<file path="src/rtl/my_ep_tx_engine.sv">
// Completion TLP transmit engine: turns a latched completion request into a Cpl/CplD
// on the 32-bit TRN interface, fetching payload DWs from the endpoint memory read port.
module my_ep_tx_engine #(
    parameter int unsigned CPL_BUF_BIT = 2
) (
    input  logic        clk,
    input  logic        rst_n,
    input  logic        req_compl_i,
    input  logic        req_compl_with_data_i,
    input  logic [2:0]  req_tc_i,
    input  logic        req_td_i,
    input  logic        req_ep_i,
    input  logic [1:0]  req_attr_i,
    input  logic [9:0]  req_len_i,
    input  logic [15:0] req_rid_i,
    input  logic [7:0]  req_tag_i,
    input  logic [7:0]  req_be_i,
    input  logic [12:0] req_addr_i,
    input  logic [15:0] completer_id_i,
    output logic        compl_done_o,
    output logic [10:0] rd_addr_o,
    output logic [3:0]  rd_be_o,
    input  logic [31:0] rd_data_i,
    output logic [31:0] trn_td_o,
    output logic        trn_tsof_n_o,
    output logic        trn_teof_n_o,
    output logic        trn_tsrc_rdy_n_o,
    output logic        trn_tsrc_dsc_n_o,
    input  logic        trn_tdst_rdy_n_i,
    input  logic [5:0]  trn_tbuf_av_i
);

    typedef enum logic [2:0] {
        StIdle,
        StWaitBuf,
        StHdr0,
        StHdr1,
        StHdr2,
        StData,
        StDwait
    } state_e;

    state_e      r_state;
    state_e      w_state_nxt;
    logic        r_with_data;
    logic [2:0]  r_tc;
    logic        r_td;
    logic        r_ep;
    logic [1:0]  r_attr;
    logic [9:0]  r_len;
    logic [15:0] r_rid;
    logic [7:0]  r_tag;
    logic [7:0]  r_be;
    logic [10:0] r_dw_addr;
    logic [10:0] r_idx;
    logic [10:0] w_idx_nxt;
    logic        r_done;
    logic        w_done_nxt;
    logic        w_latch;

    logic [3:0]  w_fbe;
    logic [3:0]  w_lbe;
    logic [10:0] w_len_dw;
    logic [2:0]  w_bc_single;
    logic [1:0]  w_first_skip;
    logic [1:0]  w_last_skip;
    logic [12:0] w_bc_multi;
    logic [11:0] w_byte_count;
    logic [6:0]  w_lower_addr;
    logic        w_last;
    logic [3:0]  w_rd_be;
    logic [31:0] w_dw0;
    logic [31:0] w_dw1;
    logic [31:0] w_dw2;
    logic        w_unused;

    // Address bits below DW granularity and the other buffer-class bits are not needed.
    assign w_unused = ^{req_addr_i[1:0], trn_tbuf_av_i};

    always_comb begin
        w_fbe    = r_be[3:0];
        w_lbe    = r_be[7:4];
        w_len_dw = (r_len == 10'd0) ? 11'd1024 : {1'b0, r_len};

        casez (w_fbe)
            4'b1??1: w_bc_single = 3'd4;
            4'b01?1: w_bc_single = 3'd3;
            4'b1?10: w_bc_single = 3'd3;
            4'b0011: w_bc_single = 3'd2;
            4'b0110: w_bc_single = 3'd2;
            4'b1100: w_bc_single = 3'd2;
            default: w_bc_single = 3'd1;
        endcase

        // Disabled bytes below the first enabled one; doubles as the lower-address offset.
        casez (w_fbe)
            4'b???1: w_first_skip = 2'd0;
            4'b??10: w_first_skip = 2'd1;
            4'b?100: w_first_skip = 2'd2;
            4'b1000: w_first_skip = 2'd3;
            default: w_first_skip = 2'd0;
        endcase

        casez (w_lbe)
            4'b1???: w_last_skip = 2'd0;
            4'b01??: w_last_skip = 2'd1;
            4'b001?: w_last_skip = 2'd2;
            4'b0001: w_last_skip = 2'd3;
            default: w_last_skip = 2'd0;
        endcase

        w_bc_multi   = {w_len_dw, 2'b00} - {11'd0, w_first_skip} - {11'd0, w_last_skip};
        w_byte_count = (w_len_dw == 11'd1) ? {9'd0, w_bc_single} : w_bc_multi[11:0];
        w_lower_addr = {r_dw_addr[4:0], w_first_skip};

        w_last  = (r_idx == (w_len_dw - 11'd1));
        w_rd_be = (r_idx == 11'd0) ? w_fbe : (w_last ? w_lbe : 4'hF);

        w_dw0 = {1'b0, (r_with_data ? 2'b10 : 2'b00), 5'b01010, 1'b0, r_tc, 4'b0000,
                 r_td, r_ep, r_attr, 2'b00, (r_with_data ? r_len : 10'd0)};
        w_dw1 = {completer_id_i, 3'b000, 1'b0, w_byte_count};
        w_dw2 = {r_rid, r_tag, 1'b0, w_lower_addr};
    end

    always_comb begin
        w_state_nxt      = r_state;
        w_idx_nxt        = r_idx;
        w_done_nxt       = 1'b0;
        w_latch          = 1'b0;
        trn_td_o         = 32'd0;
        trn_tsof_n_o     = 1'b1;
        trn_teof_n_o     = 1'b1;
        trn_tsrc_rdy_n_o = 1'b1;
        rd_addr_o        = 11'd0;
        rd_be_o          = 4'd0;

        // Address the current DW from HDR0 on so synchronous read data is ready by DATA.
        if (r_state != StIdle && r_state != StWaitBuf) begin
            rd_addr_o = r_dw_addr + r_idx;
            rd_be_o   = w_rd_be;
        end

        case (r_state)
            StIdle: begin
                if (req_compl_i) begin
                    w_latch     = 1'b1;
                    w_idx_nxt   = 11'd0;
                    w_state_nxt = StWaitBuf;
                end
            end
            StWaitBuf: begin
                if (trn_tbuf_av_i[CPL_BUF_BIT]) w_state_nxt = StHdr0;
            end
            StHdr0: begin
                trn_td_o         = w_dw0;
                trn_tsof_n_o     = 1'b0;
                trn_tsrc_rdy_n_o = 1'b0;
                if (!trn_tdst_rdy_n_i) w_state_nxt = StHdr1;
            end
            StHdr1: begin
                trn_td_o         = w_dw1;
                trn_tsrc_rdy_n_o = 1'b0;
                if (!trn_tdst_rdy_n_i) w_state_nxt = StHdr2;
            end
            StHdr2: begin
                trn_td_o         = w_dw2;
                trn_tsrc_rdy_n_o = 1'b0;
                trn_teof_n_o     = r_with_data;
                if (!trn_tdst_rdy_n_i) begin
                    if (r_with_data) begin
                        w_state_nxt = StData;
                    end else begin
                        w_state_nxt = StIdle;
                        w_done_nxt  = 1'b1;
                    end
                end
            end
            StData: begin
                trn_td_o         = rd_data_i;
                trn_tsrc_rdy_n_o = 1'b0;
                trn_teof_n_o     = !w_last;
                if (!trn_tdst_rdy_n_i) begin
                    if (w_last) begin
                        w_state_nxt = StIdle;
                        w_done_nxt  = 1'b1;
                    end else begin
                        w_idx_nxt   = r_idx + 11'd1;
                        w_state_nxt = StDwait;
                    end
                end
            end
            StDwait: begin
                w_state_nxt = StData;
            end
            default: begin
                w_state_nxt = StIdle;
            end
        endcase
    end

    always_ff @(posedge clk or negedge rst_n) begin
        if (!rst_n) begin
            r_state     <= StIdle;
            r_idx       <= 11'd0;
            r_done      <= 1'b0;
            r_with_data <= 1'b0;
            r_tc        <= 3'd0;
            r_td        <= 1'b0;
            r_ep        <= 1'b0;
            r_attr      <= 2'd0;
            r_len       <= 10'd0;
            r_rid       <= 16'd0;
            r_tag       <= 8'd0;
            r_be        <= 8'd0;
            r_dw_addr   <= 11'd0;
        end else begin
            r_state <= w_state_nxt;
            r_idx   <= w_idx_nxt;
            r_done  <= w_done_nxt;
            if (w_latch) begin
                r_with_data <= req_compl_with_data_i;
                r_tc        <= req_tc_i;
                r_td        <= req_td_i;
                r_ep        <= req_ep_i;
                r_attr      <= req_attr_i;
                r_len       <= req_len_i;
                r_rid       <= req_rid_i;
                r_tag       <= req_tag_i;
                r_be        <= req_be_i;
                r_dw_addr   <= req_addr_i[12:2];
            end
        end
    end

    assign compl_done_o     = r_done;
    assign trn_tsrc_dsc_n_o = 1'b1;

endmodule

</file>
<file path="config.mk">
export PLATFORM = sky130hd
export DESIGN_NAME = my_ep_tx_engine
export DESIGN_NICKNAME = d
export VERILOG_FILES = /design/src/rtl/my_ep_tx_engine.sv
export SDC_FILE = /design/constraint.sdc
export NUM_CORES = 1
export LEC_CHECK = 0
export ABC_AREA = 1
export BUFFER_PORTS_ARGS = -buffer_cell sky130_fd_sc_hd__buf_2
export CAP_MARGIN = 10
export CORE_MARGIN = 2
export CORE_UTILIZATION = 45
export DETAILED_ROUTE_END_ITERATION = 7
export HOLD_SLACK_MARGIN = 0.1
export PLACE_DENSITY = 0.72
export SYNTH_ARGS = -nofsm -noshare
export SYNTH_HDL_FRONTEND = slang
export SYNTH_SLANG_ARGS = --single-unit
</file>
<file path="constraint.sdc">
create_clock -name clk -period 7.45 [get_ports clk]
set_clock_uncertainty 0.15 [all_clocks]
set_input_delay 0.3725 -clock clk [delete_from_list [all_inputs] [get_ports clk]]
set_output_delay 0.3725 -clock clk [all_outputs]
set_load 0.02 [all_outputs]
</file>
== Word level (Yosys, flattened, before mapping) ==
Cells that the tools add are included.

* Word-level logic and storage cells: 93
* Register bits after elaboration: 76
* Input port bits: 121

* Muxes and demuxes: 35
* Equal/unequal tests: 28
* Reductions and logical operators: 12
* Add/subtract/negate cells: 5

{| class="wikitable"
|+ Operators with widths
! kind !! count
|-
| 32-bit case mux with 4 select lines || 1
|-
| 11-bit two-way mux || 5
|-
| 3-bit two-way mux || 8
|-
| 12-bit by 2-bit subtractor with 12-bit output || 2
|-
| 11-bit case mux with 2 select lines || 1
|-
| 3-bit case mux with 7 select lines || 1
|-
| 3-bit equality test (second input constant) || 5
|-
| 2-bit != test (second input constant) || 7
|-
| 12-bit two-way mux || 1
|-
| 4-bit two-way mux || 3
|-
| 2-bit case mux with 3 select lines || 2
|-
| 11-bit by 1-bit adder with 11-bit output (second input constant) || 1
|-
| 11-bit adder || 1
|-
| 11-bit by 1-bit equality test with 1-bit output (second input constant) || 1
|-
| 11-bit equality test || 1
|-
| 11-bit zero test || 1
|-
| 11-bit by 1-bit subtractor with 11-bit output (second input constant) || 1
|-
| 10-bit zero test || 1
|-
| 10-bit two-way mux || 1
|-
| 3-bit by 2-bit equality test with 1-bit output (second input constant) || 3
|-
| 3-bit case mux with 3 select lines || 1
|-
| 4-bit equality test (second input constant) || 2
|-
| 1-bit two-way mux || 8
|-
| 3-bit by 1-bit equality test with 1-bit output (second input constant) || 2
|-
| other kinds (18) || 20
|}

== Depth between registers and ports, before layout ==
* Word-level depth: 7
* Depth in mapped cells: 18

== Worst setup path after synthesis ==
OpenSTA, ideal clock, no wires.

* Path kind: register to output
* Start: register r_len[0]
* End: output trn_td_o[10]
* Cell stages (with the launch flop): 13
* Setup slack: 4,381 ps
* Buffers on the path: 0
* Data arrival time: 2,546 ps
* Cell sequence: dfrtp_1 > inv_1 > ha_1 > nand2_4 > nor2_4 > nor2_4 > ha_1 > a211oi_1 > nand2_1 > nor2_1 > nand2_1 > xor2_1 > o211ai_1

* Longest elaborated chain between the ends: 6
* Elaborated cells between the ends (all ways): 7
* Classes of those cells: add/sub: 2; eq/ne: 1; mux: 3; reduce/logical: 1

{| class="wikitable"
|+ RTL lines
! what !! RTL line !! source
|-
| from (decl) || 50 || <nowiki>logic [9:0] r_len;</nowiki>
|-
| from (signal assigned) || 226 || <nowiki>r_len <= req_len_i;</nowiki>
|-
| 10-bit zero test || 83 || <nowiki>w_len_dw = (r_len == 10'd0) ? 11'd1024 : {1'b0, r_len};</nowiki>
|-
| 11-bit two-way mux (*) || 83 ||
|-
| 12-bit by 2-bit subtractor with 12-bit output (2 in a row) || 112 || <nowiki>w_bc_multi = {w_len_dw, 2'b00} - {11'd0, w_first_skip} - {11'd0, w_last_skip};</nowiki>
|-
| 12-bit two-way mux (*) || 113 || <nowiki>w_byte_count = (w_len_dw == 11'd1) ? {9'd0, w_bc_single} : w_bc_multi[11:0];</nowiki>
|-
| 32-bit case mux with 4 select lines (*) || 143 || <nowiki>case (r_state)</nowiki>
|-
| to (decl) || 24 || <nowiki>output logic [31:0] trn_td_o,</nowiki>
|}

Mark *: on every way between the ends. The rest lies on a longest branch, timed or not.

== Worst setup path in the final report ==
Ends and elaborated chain as after synthesis.

==> impl_metrics.json <==
{
  "syn_nets": 816,
  "dieArea_um2": 12830,
  "end_kind": "primary output",
  "clock-sinks": 76,
  "critPathArrivalTime_ns": 3.21,
  "synthTopCellsByCount": "137 x nand2_1, 76 x dfrtp_1, 67 x inv_1",
  "dieWidth_um": 113.3,
  "synth_top_area_share": 0.3540,
  "whs_ns": 0.1047,
  "ys.flop_type": "dfrtp_1",
  "portBuffers": 164,
  "cp_max_fo": 6,
  "placed_cell_area_um2": 6286,
  "cts-resized-gates": 0,
  "vias": 5248,
  "avgSynthCellArea_um2": 7.971,
  "fmax_ghz": 0.2680,
  "path_class": "flop to primary output",
  "finalMaxSlewViolations": 0,
  "synth_area_leaders": "dfrtp_1 35%, nand2_1 9.6%, mux2_2 9.4%",
  "fillCellCount": 1083,
  "yosys_warnings": 0,
  "synthArstFlopShare": 1.000,
  "yosys.area.top_type": "dfrtp_1",
  "cts_tree": "yes",
  "grt.overflow.total": 0,
  "cp.depth": 13,
  "critPathBufInv": 2,
  "grt_pass1_vias": 5197,
  "ctsHtreeMaxLevel": 3,
  "dr.pass1.iters": 6,
  "start_kind": "flop",
  "cts_root_buffer": "clkbuf_16",
  "syn_area_um2": 5373,
  "cts.path.max_buffers": 2,
  "peakVddDrop_v": 0.0002380,
  "drt-total-wl_mm": 15.34,
  "grt_usage": 0.2496,
  "p_leak_nw": 3.405,
  "start_util": 0.4665,
  "ys_seq_elements": 76,
  "wl_per_cell_um": 15.41,
  "clk_latency_ns": 0.35,
  "critPathTopFamily": "simple AND/OR/NAND/NOR gates",
  "critPathRequiredTime_ns": 6.93,
  "row_count": 39,
  "holdBufCountCts": 19,
  "cts_made_buffers": 9,
  "drv_cap": 0,
  "drtIter0Drc": 304,
  "synth_edf_count": 0,
  "yosysMostFrequentCell": "nand2_1",
  "finalWeightedCongestion": 0.9125,
  "reg2reg_depth": 15,
  "rsz0062_at_grt": "false",
  "grt_max_degree": 77,
  "slowest_stage": "dfrtp_1",
  "postRouteAntennaNets": 0,
  "grt_pass1_wl_mm": 25.12,
  "antenna_cells": 0,
  "cts_setup_buffers": 0,
  "hp-class": "input pin to flop",
  "holdPathStages": 2,
  "top_level_ports": 173,
  "violations": "design-rule violations",
  "ys_types": 44,
  "hold_viol": 0,
  "final_area_um2": 6771,
  "drc": 5,
  "die_y_um": 113.3,
  "finalSetupViolCount": 0,
  "final_nets": 989,
  "drive_gt1_frac": 0.3157,
  "crit_chain": "inv_1 > ha_1 > nand2_4 > nor2_4 > nor2_4 > ha_1 > a211oi_1 > nand2_1 > nor2_1 > nand2_1 > xor2_1 > o211ai_1 > buf_2",
  "status": "complete, but fails checks",
  "period_minus_slack_ns": 3.731,
  "antenna_found_initial": 0,
  "slowest_delay_ns": 0.43,
  "viasPerCell": 5.274,
  "clk_pin_slew_worst_paths_ns": 0.06,
  "dp_cells": 960,
  "core_um2": 11520,
  "powerDensity_nw_per_um2": 384.4,
  "fin_tns_setup_ns": 0,
  "ys_seq_area_frac": 0.3540,
  "worst_pin_slew_ns": 1.008,
  "area_delta_synth_final_pct": 26.04,
  "syn_inst": 674,
  "dp_hpwl_mm": 11.38,
  "slew_headroom": 0.3277,
  "final_cells": 995,
  "post-route-period-util": 0.5008
}
-- through the flow --
step	utilization	total power, mW	setup slack [ns]
final	0.5880	2.603	3.719
after global routing	0.5880	2.802	3.504
after CTS	0.5880	2.613	3.708
after detailed placement	0.5459	2.151	4.092
after global placement	0.5459	2.129	4.147
after floorplan	-	1.759	4.381
-- area by class of cell --
cell class,instances,area (um^2),share of cell area
Clock buffer,12,246.5,0.03640
Clock inverter,4,48.80,0.007206
Inverter,68,255.2,0.03769
Multi-Input combinational cell,505,3097,0.4573
Sequential cell,76,1902,0.2809
Tap cell,143,178.9,0.02642
Timing Repair Buffer,187,1044,0.1541
-- cells in the final DEF, fill, tap and decap left out, drive strengths merged, types with 4 or more instances in the layout --
cell type      n
mux2          45
o2111ai        4
dfrtp         76
o21ai         26
buf          168
nand4         15
nand3         47
inv           67
nand2        161
xnor2          9
nor2          71
ha            19
a21oi         39
clkbuf        12
clkinv         4
o211ai         9
nor3          16
xor2          17
dlygate4sd3   19
-- state kept, by name, indices dropped and copies added (netlist names) --
| register | count |
|---|---|
| r_dw_addr | 11 |
| r_with_data | 1 |
| r_tc | 3 |
| r_len | 10 |
| compl_done_o | 1 |
| r_ep | 1 |
| r_be | 8 |
| r_rid | 16 |
| r_td | 1 |
| r_tag | 8 |
| r_idx | 11 |
| r_state | 3 |
| r_attr | 2 |
-- power by group --
part	internal (mW)	switching, mW	leakage, nW
sequential	0.592	0.156	0.907
combinational	0.528	0.879	2.35
clock	0.268	0.180	0.147
total	1.39	1.21	3.41
-- metal layers --
layer	wire [um]	GRT usage
met1	6420	0.3037
met2	7539	0.4279
met3	1051	0.05731
met4	324	0.1008
met5	0	0
-- cells by family after synthesis --
| kind of cell | share of synthesized area |
|---|---|
| other | 0.0006980 |
| buffers and inverters | 0.07219 |
| muxes | 0.09432 |
| DFF | 0.3540 |
| xor gates and xnor gates | 0.04239 |
| AOI/OAI and AO/OA | 0.1088 |
| adders and majority gates | 0.05170 |
| and+or+nand+nor | 0.2760 |
-- path summary, 6_finish.rpt --
check / start / end / slack (ns)
hold reg to reg: r_rid[2]$_DFFE_PN0P_ / r_rid[2]$_DFFE_PN0P_ / 0.35
max in group asynchronous: rst_n / r_len[8]$_DFFE_PN0P_ / 5.90
min in group asynchronous: rst_n / r_dw_addr[7]$_DFFE_PN0P_ / 0.56
hold / removal: req_ep_i / r_ep$_DFFE_PN0P_ / 0.10
setup / recovery: r_len[0]$_DFFE_PN0P_ / trn_td_o[10] / 3.72
setup reg to reg: r_len[0]$_DFFE_PN0P_ / r_idx[6]$_DFFE_PN0P_ / 4.69
Power figures use the tool's default switching activity.
